<file path="src/rtl/bit_deglitch_if.sv">
// Signal bundle between the deglitch stage and its back-end consumer.
// The master side drives the raw level and controls, and the slave side returns the filtered level, strobes and count.
interface bit_deglitch_if #(
  parameter int CNT_W = 8
);
  logic             in;
  logic             en;
  logic             clr_cnt;
  logic             out;
  logic             outb;
  logic             rise;
  logic             fall;
  logic [CNT_W-1:0] edge_cnt;

  modport master (
    output in, en, clr_cnt,
    input  out, outb, rise, fall, edge_cnt
  );

  modport slave (
    input  in, en, clr_cnt,
    output out, outb, rise, fall, edge_cnt
  );
endinterface

</file>
<file path="src/rtl/bit_deglitch.sv">
// Synchronizes an asynchronous level into clk and accepts a change only after it has held for NSTABLE cycles.
// The block also produces single-cycle rise/fall strobes and a saturating count of accepted edges.
module bit_deglitch #(
  parameter int NSYNC   = 2,
  parameter int NSTABLE = 4,
  parameter int CNT_W   = 8
) (
  input logic           clk,
  input logic           rstn,
  bit_deglitch_if.slave bus
);
  localparam int               CW      = $clog2(NSTABLE) + 1;
  localparam logic [CW-1:0]    LAST    = CW'(NSTABLE - 1);
  localparam logic [CNT_W-1:0] CNT_MAX = '1;

  typedef enum logic {IDLE, PEND} state_t;

  logic [NSYNC-1:0] sync;
  logic             s;
  state_t           state;
  logic [CW-1:0]    cnt, cnt_nxt;
  logic             out_q, out_nxt;
  logic             rise_q, rise_nxt;
  logic             fall_q, fall_nxt;
  logic [CNT_W-1:0] edge_cnt_q, edge_cnt_nxt;
  logic             toggle;

  always_ff @(posedge clk or negedge rstn) begin
    if (!rstn) begin
      sync <= '0;
    end else begin
      sync[0] <= bus.in;
      for (int i = 1; i < NSYNC; i++) begin
        sync[i] <= sync[i-1];
      end
    end
  end

  assign s = sync[NSYNC-1];

  // PEND means the synchronized level disagrees with the accepted one, so a change is being qualified.
  assign state = (s == out_q) ? IDLE : PEND;

  always_comb begin
    cnt_nxt      = '0;
    out_nxt      = out_q;
    rise_nxt     = 1'b0;
    fall_nxt     = 1'b0;
    toggle       = 1'b0;
    edge_cnt_nxt = edge_cnt_q;
    if (bus.en && state == PEND) begin
      if (cnt == LAST) begin
        toggle   = 1'b1;
        out_nxt  = ~out_q;
        rise_nxt = ~out_q;
        fall_nxt = out_q;
      end else begin
        cnt_nxt = cnt + CW'(1);
      end
    end
    // A clear wins over a simultaneous toggle, although the toggle and its strobe still happen.
    if (bus.clr_cnt) begin
      edge_cnt_nxt = '0;
    end else if (toggle && edge_cnt_q != CNT_MAX) begin
      edge_cnt_nxt = edge_cnt_q + CNT_W'(1);
    end
  end

  always_ff @(posedge clk or negedge rstn) begin
    if (!rstn) begin
      cnt        <= '0;
      out_q      <= 1'b0;
      rise_q     <= 1'b0;
      fall_q     <= 1'b0;
      edge_cnt_q <= '0;
    end else begin
      cnt        <= cnt_nxt;
      out_q      <= out_nxt;
      rise_q     <= rise_nxt;
      fall_q     <= fall_nxt;
      edge_cnt_q <= edge_cnt_nxt;
    end
  end

  assign bus.out      = out_q;
  assign bus.outb     = ~out_q;
  assign bus.rise     = rise_q;
  assign bus.fall     = fall_q;
  assign bus.edge_cnt = edge_cnt_q;
endmodule

</file>
<file path="src/flat_wrapper.sv">
// flat-port wrapper written by rule: the top's interface ports become plain ports
module bit_deglitch_flat 
#(
  parameter int NSYNC   = 2,
  parameter int NSTABLE = 4,
  parameter int CNT_W   = 8
)
  (clk, rstn, bus_in, bus_en, bus_clr_cnt, bus_out, bus_outb, bus_rise, bus_fall, bus_edge_cnt);
  bit_deglitch_if #(.CNT_W(CNT_W)) bus_i ();
  input logic clk;
  input logic rstn;
  input wire logic [$bits(bus_i.in)-1:0] bus_in;
  input wire logic [$bits(bus_i.en)-1:0] bus_en;
  input wire logic [$bits(bus_i.clr_cnt)-1:0] bus_clr_cnt;
  output wire logic [$bits(bus_i.out)-1:0] bus_out;
  output wire logic [$bits(bus_i.outb)-1:0] bus_outb;
  output wire logic [$bits(bus_i.rise)-1:0] bus_rise;
  output wire logic [$bits(bus_i.fall)-1:0] bus_fall;
  output wire logic [$bits(bus_i.edge_cnt)-1:0] bus_edge_cnt;
  assign bus_i.in = bus_in;
  assign bus_i.en = bus_en;
  assign bus_i.clr_cnt = bus_clr_cnt;
  assign bus_out = bus_i.out;
  assign bus_outb = bus_i.outb;
  assign bus_rise = bus_i.rise;
  assign bus_fall = bus_i.fall;
  assign bus_edge_cnt = bus_i.edge_cnt;
  bit_deglitch #(.NSYNC(NSYNC), .NSTABLE(NSTABLE), .CNT_W(CNT_W)) u_core (.clk(clk), .rstn(rstn), .bus(bus_i));
endmodule
</file>
<file path="config.mk">
export PLATFORM = sky130hd
export DESIGN_NAME = bit_deglitch_flat
export DESIGN_NICKNAME = d
export VERILOG_FILES = /design/src/rtl/bit_deglitch_if.sv /design/src/rtl/bit_deglitch.sv /design/src/flat_wrapper.sv
export SDC_FILE = /design/constraint.sdc
export NUM_CORES = 1
export LEC_CHECK = 0
export BUFFER_PORTS_ARGS = -buffer_cell sky130_fd_sc_hd__buf_2
export CORE_UTILIZATION = 45
export CTS_BUF_LIST = sky130_fd_sc_hd__clkbuf_8
export DETAILED_ROUTE_END_ITERATION = 10
export PLACE_DENSITY = 0.69
export SYNTH_ARGS = -nofsm -noshare
export SYNTH_HDL_FRONTEND = slang
export SYNTH_SLANG_ARGS = --single-unit
export TNS_END_PERCENT = 10
</file>
<file path="constraint.sdc">
create_clock -name clk -period 4.8 [get_ports clk]
set_clock_uncertainty 0.15 [all_clocks]
set_input_delay 0.72 -clock clk [delete_from_list [all_inputs] [get_ports clk]]
set_output_delay 0.72 -clock clk [all_outputs]
set_load 0.05 [all_outputs]
</file>
==> summary.md, run 1 <==
| Metric | Value |
|---|---|
| Die Ht | `42.4 um` |
| Skew-Pair Late Insertion Delay | `250 ps` |
| Final Hold Viols | `0` |
| R2R Path End | `u_core.bus.edge_cnt[6]$_DFFE_PN0P_` |
| Commonest non-fill, non-tap cells in the layout | `16 x buf_2, 16 x dfrtp_1, 7 x nor2_1, 7 x a21oi_1, 5 x nand3_1` |
| R2R depth | `5` |
| Final core utilization | `0.581` |
| PortBufs | `16` |
| I/O pin cnt | `17` |
| EDFF count, synth | `0` |
| Endpoints failing setup | `0` |
| Pwr/cell area | `about 350 mW/mm^2` |
| H-tree depth | `1` |
| Worst setup startpoint | `bus_en` |
| Avg WL per Cell | `13.4 um` |
| Period utilisation layout | `0.406` |
| Mapped Area | `roughly 730 sq um` |
| Synthesized area per cell | `between 10 and 15 sq um` |
| CTS buffer count | `3` |
| Crit-path slowest cell | `or4_1` |
| GRT Residual Overflow | `0` |
| Post-synthesis cell type count | `26` |
| First-pass GRT wire length | `2350 um` |
| Setup crit end kind | `flip-flop` |
| # rows | `14` |
| DIE AREA | `around 0.0018 sq mm` |
| R2R Setup Slk | `around 2900 ps` |
| Crit path DAT | `between 1500 and 2000 ps` |
| Setup Buffers After CTS | `0` |
| Share of the synthesized area in the top cell type | `0.546` |
| Fillers | `138` |
| Slowest Stage Delay on Critical Path | `between 500 and 600 ps` |
| Hold slack | `around 200 ps` |
| DRT iter0 DRCs | `22` |
| Critical path data required time | `between 4000 and 5000 ps` |
| Worst min path class | `flip-flop to flip-flop` |
| Ratio of cells with drive above 1 in the final layout | `0.267` |
| Status | `complete, no violations` |
| Nets | `94` |
| P_leak | `around 0.40 nW` |
| Clock buffer depth | `2` |
| Avg Vias per Cell | `5.64` |
| Ys async rst share | `1.00` |
| Final-report max-slew violation count | `0` |
| N_diodes | `0` |
| RD Place Congestion | `approximately 0.78` |
| Crit path cell chain | `buf_2 -> nand3b_1 -> nand2b_2 -> or4_1 -> a21oi_1` |
| Fin Setup TNS | `0 ps` |
| Clk pin slew, worst setup/hold paths | `~60 ps` |
| Post-synthesis sequential area ratio | `0.546` |
| Total Power | `slightly above 0.3 mW` |
| Tightest Pin Transition | `570 ps` |
| Root Driver | `clkbuf_8` |
| Post_cts resized | `0` |
| Crit Path Class | `input pin to flip-flop` |
| Largest net degree at the start of global routing | `18` |
| Clock tree sinks | `16` |
| Initial antenna violation count | `0` |
| Max Cap Viol | `0` |
| DR vias | `between 500 and 600` |
| Hold_buf cts | `0` |
| Yosys warns | `0` |
| Initial Utilization | `0.487` |
| RSZ-0062 raised after global routing | `no` |
| Vias in the first global route | `between 500 and 600` |
| Placed wire-length estimate | `around 1000 um` |
| Synthesis-to-finish area growth | `19.5%` |
| CTS tree | `yes` |
| GRT Overall Usage | `0.183` |
| Critical Path Start Type | `input pin` |
| Post-Route WL | `between 1000 and 1500 um` |
| Post-synthesis net count | `76` |
| Post-Synthesis Cells | `69` |
| Post-route ant nets | `0` |
| Min-delay src | `u_core.sync[0]$_DFF_PN0_` |
| Post-synth top area cell | `dfrtp_1` |
| Ys flop type | `dfrtp_1` |
| Worst R2R Start | `u_core.cnt[0]$_DFF_PN0_` |
| Synth Register Bits | `16` |
| Die X | `42.4 um` |
| Critical Path Fanout Max | `17` |
| DRT Pass-1 Iters | `4` |
| IR drop worst, VDD | `around 0.00023 V` |
| Crit path time final | `approximately 1900 ps` |
| Rel. slew slack | `0.619` |
| DRC violations left | `0` |
| Worst setup path endpoint | `u_core.bus.edge_cnt[6]$_DFFE_PN0P_` |
| Core footprint | `about 0.0015 sq mm` |
| Synth area leaders | `dfrtp_1 55%, a21oi_1 4.8%, nor2_1 3.6%` |
| Fmax | `0.514 GHz` |
## area by class of cell
| cell class | instances | area, sq um | area share |
|---|---|---|---|
| Sequential cell | 16 | 400 | 0.457 |
| Multi-Input combinational cell | 47 | 309 | 0.353 |
| Timing Repair Buffer | 16 | 80.1 | 0.0914 |
| Clock buffer | 4 | 55.1 | 0.0629 |
| Tap cell | 16 | 20.0 | 0.0229 |
| Inverter | 3 | 11.3 | 0.0129 |
## synth_stat cells (all sizes together) (2+ instances only)
cell / count
a21oi: 7
dfrtp: 16
nand2b: 2
ha: 2
nor2: 7
nand3: 5
buf: 2
or4: 3
o31ai: 3
inv: 3
nand2: 3
or3: 2
o21ai: 2
o41ai: 2
## layer usage
layer	vias to the layer above	global-route usage	wire length (um)
met2	14	0.277	674
met5	-	0	0
met1	277	0.229	627
met4	0	0.106	15
li1	282	-	-
met3	2	0.0560	53
## kinds of logic (layout without fill, tap and decap cells)
kind of cell,after synthesis,after routing,synth area share
DFF,16,16,0.546
and+or+nand+nor,28,28,0.224
muxes,1,1,0.0137
buffers and inverters,6,23,0.0324
xor gates and xnor gates,2,2,0.0341
adders and majority gates,2,2,0.0341
AOI/OAI and AO/OA,14,14,0.116
## critical path: cells and delay by family
family | cells | cell delay, ps
AO/OA/AOI/OAI | 1 | 180
buffers and inverters | 1 | 90
AND/OR/NAND/NOR | 3 | 970
## metrics by stage
step	setup WS [ps]	cell area, sq um	instances
2_1_floorplan	2790	733	69
3_3_place_gp	2660	821	98
3_5_place_dp	2610	821	98
4_1_cts	2850	876	102
5_1_grt	2790	876	102
6_report	2850	876	102
## power breakdown
| group | switching (mW) | internal, mW | leakage (nW) |
|---|---|---|---|
| logic | 0.0316 | 0.0118 | 0.156 |
| clock network | 0.0458 | 0.0727 | 0.0288 |
| registers | 0.00647 | 0.141 | 0.217 |
| total | 0.0838 | 0.226 | 0.402 |
## worst min-delay path by stage
| stage | endpoint | slack, ps | cells past startpoint |
|---|---|---|---|
| floorplan | u_core.sync[1]$_DFF_PN0_ | 180 | 0 |
| global placement | u_core.sync[1]$_DFF_PN0_ | 180 | 0 |
| detailed placement | u_core.sync[1]$_DFF_PN0_ | 180 | 0 |
| CTS | u_core.sync[1]$_DFF_PN0_ | 200 | 0 |
| global route | u_core.sync[1]$_DFF_PN0_ | 210 | 0 |
| finish | u_core.sync[1]$_DFF_PN0_ | 200 | 0 |
## registers in the layout (all words and copies together), names as in the netlist
register,count
u_core.bus.edge_cnt,8
u_core.cnt,3
u_core.sync,2
u_core.bus.fall,1
u_core.bus.out,1
u_core.bus.rise,1
Note: power is estimated with default switching activity, not from simulation.
==> run 2, diff against run 1 <==
--- a/config.mk
+++ b/config.mk
@@ -9,7 +9,7 @@
 export CORE_UTILIZATION = 45
 export CTS_BUF_LIST = sky130_fd_sc_hd__clkbuf_8
 export DETAILED_ROUTE_END_ITERATION = 10
-export PLACE_DENSITY = 0.69
+export PLACE_DENSITY = 0.71
 export SYNTH_ARGS = -nofsm -noshare
 export SYNTH_HDL_FRONTEND = slang
 export SYNTH_SLANG_ARGS = --single-unit
==> constraint.sdc (replaced) <==
create_clock -name clk -period 1.58 [get_ports clk]
set_clock_uncertainty 0.15 [all_clocks]
set_input_delay 0.237 -clock clk [delete_from_list [all_inputs] [get_ports clk]]
set_output_delay 0.237 -clock clk [all_outputs]
set_load 0.05 [all_outputs]
==> run 2 against run 1 <==
Core utilization rose by 14 points. Largest cell class unchanged. Cell area up 24%. Critical path type is now flip-flop to flip-flop. Total power grew to 3.3 times the previous value. Sequential share of layout area decreased by 8.5 points. Setup slack worse by 3000 ps. The flow now finishes with violations (setup timing).
==> summary.md, run 2 (synthesis gave the netlist of run 1 again) <==
| Metric | Value |
|---|---|
| Status | `finished with violations` |
| Failing checks | `setup timing` |
| Critical path data required time | `1620 ps` |
| RSZ-0062 raised after global routing | `yes` |
| Die X | `roughly 42 um` |
| GRT Overall Usage | `0.216` |
| Critical Path Start Type | `flip-flop` |
| DRT Pass-1 Iters | `4` |
| Fillers | `112` |
| Tightest Pin Transition | `a little over 400 ps` |
| Crit path time final | `about 1700 ps` |
| Core footprint | `0.00151 sq mm` |
| Post-Route WL | `1590 um` |
| Skew-Pair Late Insertion Delay | `~250 ps` |
| Clock buffer depth | `2` |
| Initial antenna violation count | `0` |
| Slowest Stage Delay on Critical Path | `520 ps` |
| First-pass GRT wire length | `2790 um` |
| Met2 WL post-DR | `759 um` |
| Pwr/cell area | `between 900 and 1000 mW/mm^2` |
| Endpoints failing setup | `8` |
| DR vias | `approximately 650` |
| R2R depth | `5` |
| Avg Vias per Cell | `roughly 5.5` |
| P_leak | `roughly 0.50 nW` |
| IR drop worst, VDD | `between 0.001 and 0.0015 V` |
| Fmax | `around 0.58 GHz` |
| Cell family with most CP delay | `simple AND/OR/NAND/NOR gates` |
| Hold path depth | `2` |
| Vias in the first global route | `~600` |
| Crit path cell chain | `ha_2 -> nand3b_1 -> nand2b_4 -> or4b_4 -> a21oi_2` |
| PortBufs | `16` |
| Max Cap Viol | `0` |
| Avg WL per Cell | `about 13 um` |
| Max layer used | `met4` |
| # rows | `14` |
| Met3 WL post-DR | `around 57 um` |
| Period utilisation layout | `1.09` |
| Worst path depth | `5` |
| N_diodes | `0` |
| DRT iter0 DRCs | `16` |
| Post-route ant nets | `0` |
| Largest net degree at the start of global routing | `17` |
| CTS tree | `yes` |
| Placed wire-length estimate | `1120 um` |
| Critical path buffer and inverter count | `0` |
| Root Driver | `clkbuf_8` |
| Final-report max-slew violation count | `0` |
| Crit path DAT | `~1800 ps` |
| WL met1 | `748 um` |
| RD Place Congestion | `0.766` |
| CTS buffer count | `3` |
| Setup WS pre-CTS | `-239 ps` |
| Ratio of cells with drive above 1 in the final layout | `0.495` |
| Initial Utilization | `0.487` |
| Crit Path Class | `flip-flop to flip-flop` |
| Die Ht | `42.4 um` |
| Final Hold Viols | `0` |
| Final core utilization | `0.723` |
| Commonest non-fill, non-tap cells in the layout | `15 x buf_2, 15 x buf_4, 12 x dfrtp_1` |
| Synthesis-to-finish area growth | `48.5%` |
| Clock tree sinks | `16` |
| GRT Residual Overflow | `0` |
| H-tree depth | `1` |
| I/O pin cnt | `17` |
| Crit-path slowest cell | `or4b_4` |
| Setup crit end kind | `flip-flop` |
| DRC violations left | `0` |
| Rel. slew slack | `0.720` |
| Clk pin slew, worst setup/hold paths | `roughly 60 ps` |
| Worst min path class | `input pin to flip-flop` |
| Critical Path Fanout Max | `6` |
| Final setup margin | `-139 ps` |
| DIE AREA | `between 0.0015 and 0.002 sq mm` |
| Max reg flops | `8` |
| Nets | `about 110` |
==> run 2: cell types whose count changed in the layout (fill, tap and decap cells not counted), sizes merged <==
cell | before | now
dlygate4sd3 | 0 | 2
nand2b | 2 | 3
buf | 16 | 30
==> run 2: repair_timing <==
action / CTS / global route
hold endpoints to repair: 17 / 0
buffers inserted: 2 / 0
cloned: 1 / 0
hold buffers: 2 / 0
endpoints found under the setup margin: 8 / 9
gates resized for setup: 6 / 7
pin swaps: 12 / 0
==> run 2: worst reg2reg max path, cell delays in order, from the launching register on <==
cell and delay (ps):
dfrtp_1 350, ha_2 170, nand3b_1 140, nand2b_4 210, or4b_4 520, a21oi_2 120
==> run 2: layer usage <==
layer  global-route usage  up-vias
met1                0.288      313
li1                     -      320
met4                0.131        0
met5                    0        -
met2                0.326       16
met3               0.0388        4
==> run 2: worst paths after layout <==
path / to / startpoint / slack (ps)
worst max-delay path: u_core.bus.edge_cnt[5]$_DFFE_PN0P_ / u_core.cnt[0]$_DFF_PN0_ / -140
worst min-delay path: u_core.bus.edge_cnt[5]$_DFFE_PN0P_ / bus_clr_cnt / 100
worst max register to register: u_core.bus.edge_cnt[5]$_DFFE_PN0P_ / u_core.cnt[0]$_DFF_PN0_ / -140
worst min register to register: u_core.sync[1]$_DFF_PN0_ / u_core.sync[0]$_DFF_PN0_ / 200
max in group asynchronous: u_core.bus.out$_DFFE_PN0P_ / rstn / 730
min in group asynchronous: u_core.cnt[2]$_DFF_PN0_ / rstn / 270
==> run 2: power by group <==
group / switching [mW] / total (mW) / internal [mW]
clock: 0.142 / 0.364 / 0.221
sequential: 0.0193 / 0.449 / 0.430
combinational: 0.122 / 0.196 / 0.0737
total: 0.284 / 1.01 / 0.725
==> run 2: layout make-up <==
class	instances	area, sq um	share of cell area
repair buffers	32	208	0.191
multi-input cells	48	389	0.357
clock buffers	4	55.1	0.0506
flip-flops and latches	16	405	0.372
well taps	16	20.0	0.0184
inverters	3	11.3	0.0103
==> run 2: through the flow <==
stage	area, sq um	instances	TNS [ps]	hold slack [ps]	total power, mW
floorplan	754	69	-1390	-209	0.554
detailed placement	928	110	-1650	13.3	0.618
CTS	1060	119	-623	89.0	1.02
global placement	928	110	-1120	18.0	0.615
finish	1090	119	-722	98.3	1.01
global route	1090	119	-1330	94.7	1.06
